===== src/rtl/regfile_wb_queue.sv =====
// regfile_wb_queue
// In-order writeback queue in front of the register file write port.
// Requests are accepted over a valid/ready handshake and buffered in a
// DEPTH-entry circular buffer. One entry drains per cycle into the
// register file's write port. Still-pending data is forwarded to the two
// register read ports, so readers never see a stale value.
//
// Build option:
//   REGFILE_WB_BYPASS_EN  defined   -> forwarding comparators are built
//                         undefined -> fwd_hit*/fwd_data* tied to 0; readers
//                                      must wait for idle
//
// Ports:
//   clk, rst_n            clock, synchronous active-low reset
//   in_valid/in_ready     writeback request handshake
//   in_reg, in_data       destination register and value
//   wb_stall              hold the head this cycle (write port borrowed)
//   reg_write             register file write enable
//   write_reg/write_data  register file write address/data (head entry)
//   rd_addr1/rd_addr2     addresses currently being read from the regfile
//   fwd_hit1/fwd_hit2     a pending write exists for that read address
//   fwd_data1/fwd_data2   youngest pending data for that read address
//   idle                  queue empty
//
// All outputs are combinational from registered state and inputs.

module regfile_wb_queue #(
    parameter int unsigned DEPTH = 4,
    parameter int unsigned AW    = 2,
    parameter int unsigned DW    = 4
) (
    input  logic          clk,
    input  logic          rst_n,
    input  logic          in_valid,
    output logic          in_ready,
    input  logic [AW-1:0] in_reg,
    input  logic [DW-1:0] in_data,
    input  logic          wb_stall,
    output logic          reg_write,
    output logic [AW-1:0] write_reg,
    output logic [DW-1:0] write_data,
    input  logic [AW-1:0] rd_addr1,
    input  logic [AW-1:0] rd_addr2,
    output logic          fwd_hit1,
    output logic          fwd_hit2,
    output logic [DW-1:0] fwd_data1,
    output logic [DW-1:0] fwd_data2,
    output logic          idle
);

    localparam int unsigned PW = (DEPTH > 1) ? $clog2(DEPTH) : 1;
    localparam int unsigned CW = PW + 1;

    // Entry storage; contents are never reset, only the pointers/count.
    logic [AW-1:0] ent_reg  [DEPTH];
    logic [DW-1:0] ent_data [DEPTH];

    logic [PW-1:0] wr_ptr;
    logic [PW-1:0] rd_ptr;
    logic [CW-1:0] count;

    logic not_empty;
    logic push;
    logic pop;

    // Handshake and drain decode. A full queue stays not-ready even while
    // draining, so in_ready never depends on wb_stall.
    assign not_empty  = (count != '0);
    assign in_ready   = rst_n && (count < CW'(DEPTH));
    assign push       = in_valid && in_ready;
    assign reg_write  = rst_n && not_empty && !wb_stall;
    assign pop        = reg_write;
    assign write_reg  = (rst_n && not_empty) ? ent_reg[rd_ptr]  : '0;
    assign write_data = (rst_n && not_empty) ? ent_data[rd_ptr] : '0;
    assign idle       = !rst_n || !not_empty;

    // Pointer and occupancy state.
    always_ff @(posedge clk) begin
        if (!rst_n) begin
            wr_ptr <= '0;
            rd_ptr <= '0;
            count  <= '0;
        end else begin
            if (push) begin
                wr_ptr <= wr_ptr + PW'(1);
            end
            if (pop) begin
                rd_ptr <= rd_ptr + PW'(1);
            end
            if (push && !pop) begin
                count <= count + CW'(1);
            end else if (pop && !push) begin
                count <= count - CW'(1);
            end
        end
    end

    // Entry write on accepted push.
    always_ff @(posedge clk) begin
        if (push) begin
            ent_reg[wr_ptr]  <= in_reg;
            ent_data[wr_ptr] <= in_data;
        end
    end

`ifdef REGFILE_WB_BYPASS_EN
    // Forwarding: walk valid entries oldest to youngest so the youngest
    // match is the one left standing. The draining head still counts;
    // the entry being pushed this cycle is not yet in storage.
    always_comb begin
        logic [PW-1:0] idx;
        fwd_hit1  = 1'b0;
        fwd_data1 = '0;
        fwd_hit2  = 1'b0;
        fwd_data2 = '0;
        idx       = '0;
        for (int unsigned k = 0; k < DEPTH; k++) begin
            idx = rd_ptr + PW'(k);
            if (rst_n && (CW'(k) < count)) begin
                if (ent_reg[idx] == rd_addr1) begin
                    fwd_hit1  = 1'b1;
                    fwd_data1 = ent_data[idx];
                end
                if (ent_reg[idx] == rd_addr2) begin
                    fwd_hit2  = 1'b1;
                    fwd_data2 = ent_data[idx];
                end
            end
        end
    end
`else
    // No forwarding path; read addresses are intentionally unused.
    logic unused_rd_addr;
    assign unused_rd_addr = ^{rd_addr1, rd_addr2};
    assign fwd_hit1  = 1'b0;
    assign fwd_hit2  = 1'b0;
    assign fwd_data1 = '0;
    assign fwd_data2 = '0;
`endif

endmodule


===== config.mk =====
export PLATFORM = sky130hd
export DESIGN_NAME = regfile_wb_queue
export DESIGN_NICKNAME = d
export VERILOG_FILES = /design/src/rtl/regfile_wb_queue.sv
export SDC_FILE = /design/constraint.sdc
export NUM_CORES = 1
export LEC_CHECK = 0
export BUFFER_PORTS_ARGS = -buffer_cell sky130_fd_sc_hd__buf_2
export CORE_ASPECT_RATIO = 0.75
export CORE_MARGIN = 5
export CORE_UTILIZATION = 33
export DETAILED_ROUTE_END_ITERATION = 10
export GPL_TIMING_DRIVEN = 0
export PLACE_DENSITY = 0.56
export SLEW_MARGIN = 40
export SYNTH_ARGS = -nofsm -noshare
export SYNTH_HDL_FRONTEND = slang
export SYNTH_SLANG_ARGS = --single-unit

===== constraint.sdc =====
create_clock -name clk -period 2.4 [get_ports clk]
set_input_delay 0.12 -clock clk [delete_from_list [all_inputs] [get_ports clk]]
set_output_delay 0.12 -clock clk [all_outputs]
set_load 0.02 [all_outputs]

==> flow_summary.ini <==
[outcome]
status = complete, no violations

[clock_tree]
ctsLongestPathBuffers = 2
clkTransAtPathRegs_ps = 60
cts_sinks = 33
h-tree-depth = 2
numCtsBuffers = 5
clkLatencyLatePin_ps = 270
cts-root-buf = clkbuf_8
postCtsHoldBufs = 0
cts_tree = done

[worst_setup_path]
r2r-end = count[2]
rr_startpoint = count[2]
crit_cells = 10
slowest_delay_ps = 370
reg2reg_setup_slack_ps = 190
endpoint = count[2]
cp_top_family = simple AND/OR/NAND/NOR gates
critPathBufInv = 2
end_kind = register
crit_path_start = count[2]
cp-start-kind = register
arrival_ps = 2410
rr_worst_depth = 10
cp_max_fo = 5
criticalPathCategory = register to register
worstPathRequired_ps = 2600
critPathSlowestCell = fa_1
path_cells = nor3_2, nand2b_1, buf_8, or2_1, ha_1, inv_1, fa_1, xor2_1, or3_1, a21boi_0

[finish]
final_cells = 195
n_fill_cell = 434
diodes = 0
nets = 157
fin_util_pct = 41.6
largest_reg_flops = 16
drive_above_1_share_pct = 38.4
syn2layout_area_growth_pct = 21.4

[route]
postRouteAntennaNets = 0
wl_per_cell_um = 12.4
vias = 809
viasPerCell = 4.15
first_pass_iters = 2
wl_mm = 2.42
route.detailed.drc = 0
drtIter0Drc = 33

[sta]
min_period_over_period_pct = 92.0
hold_violations = 0
clock_skew_ps = 5.19
setup_viol = 0
fin_ws_ps = 193
report.final.slew_viol_count = 0
rsz0062_at_grt = false
period_needed_ps = 2210
max_freq_mhz = 453

[synth]
synth_top_area_share_pct = 47.1
ys_types = 27
yosysMostFrequentCell = edfxtp_1
ys_top_cells_by_count = edfxtp_1, buf_4, dfxtp_1
yosysWarningCount = 0
synth-edff-count = 24
ys_seq_elements = 33
synth-seq-area-share_pct = 58.9
ys.flop_type = edfxtp_1
netlist_instances = 100
synth_top_area_cell = edfxtp_1
syn_avg_cell_area_um2 = 15.3
async_reset_ff_share_pct = 0
synth_area_leaders = edfxtp_1, dfxtp_1, mux4_2, nor2b_4, buf_4
syn_area_um2 = 1530

[global_routing]
antenna_found_initial = 0
grt_pass1_wl_mm = 3.88
grt_overflow = 0
grt_use_total_pct = 9.04
grt_max_degree = 11
grt_pass1_vias = 855

[floorplan]
fp.dieW_um = 88.6
io_pins = 33
start_util_pct = 34.2
rows = 21
chipHeight_um = 69.0
core_um2 = 4470
die_area_um2 = 6110

[run]
maxCapViolations = 0

[pwr]
p_total_mw = 1.79
peakVddDrop_uv = 292
power_density_nw_per_um2 = 964
p_leak_nw = 0.740

[place]
place_inst = 184
port_buffers = 18
post-place-ws_ps = -4.66
gp_congestion = 0.745
dp_hpwl_mm = 1.81

[min_path]
min_path_type = primary input to register
==> logic make-up (layout without fill, tap and decap cells) <==
logic type	Yosys count	count (layout)	synth area share, %
xor gates and xnor gates	3	3	1.72
DFF	33	33	58.9
other	1	10	0.245
muxes	8	8	10.1
AOI/OAI and AO/OA	6	6	2.45
adders and majority gates	6	6	5.40
buffers and inverters	17	46	7.69
and+or+nand+nor	26	26	13.4
==> layout by cell type (no fill, tap or decap), types with 5 or more instances in the layout <==
cell	instances
conb_1	10
clkbuf_8	5
nor2b_4	6
and2_1	6
ha_1	5
edfxtp_1	24
buf_4	13
mux4_2	6
buf_2	19
dfxtp_1	9
==> routing by layer <==
metal	wire length (um)	global-route usage [%]
met1	1030	10.1
met2	1220	15.5
met3	142	3.56
met4	28	3.96
met5	0	0
==> final cells by class <==
class,instances,area [um2],share of cell area (%)
buffer,14,110,5.93
clock buffer,6,72.6,3.91
clock inverter,2,33.8,1.82
inverter,3,11.3,0.606
multi-input combinational,59,544,29.3
sequential,33,901,48.5
tap,57,71.3,3.84
timing repair buffer,21,113,6.06
==> per-stage QoR <==
step / instance area [um2] / TNS [ps] / hold slack (ps)
2_1_floorplan: 1560 / 0 / 219
3_3_place_gp: 1720 / 0 / 332
3_5_place_dp: 1720 / -4.66 / 341
4_1_cts: 1840 / 0 / 51.5
5_1_grt: 1860 / 0 / 50.7
6_report: 1860 / 0 / 56.4
==> worst min-delay path by stage <==
stage | end | cells past startpoint | from
3_5_place_dp | ent_data[1][0] | 1 | in_data[0]
2_1_floorplan | ent_data[0][0] | 0 | in_data[0]
4_1_cts | ent_data[1][0] | 1 | in_data[0]
6_report | ent_data[0][0] | 1 | in_data[0]
3_3_place_gp | ent_reg[2][0] | 1 | in_reg[0]
5_1_grt | ent_data[0][0] | 1 | in_data[0]
==> repair_timing <==
action,in CTS,in global routing
endpoints found under the setup margin,1,1
resized for setup,1,0
cloned,0,0
pin swaps,1,0
setup buffers,1,2
==> where the power goes <==
| part | internal (mW) | leakage, nW | switching (mW) |
|---|---|---|---|
| sequential | 0.677 | 0.291 | 0.0467 |
| combinational | 0.303 | 0.396 | 0.279 |
| clock | 0.306 | 0.0528 | 0.178 |
(Power assumes the default switching activity.)
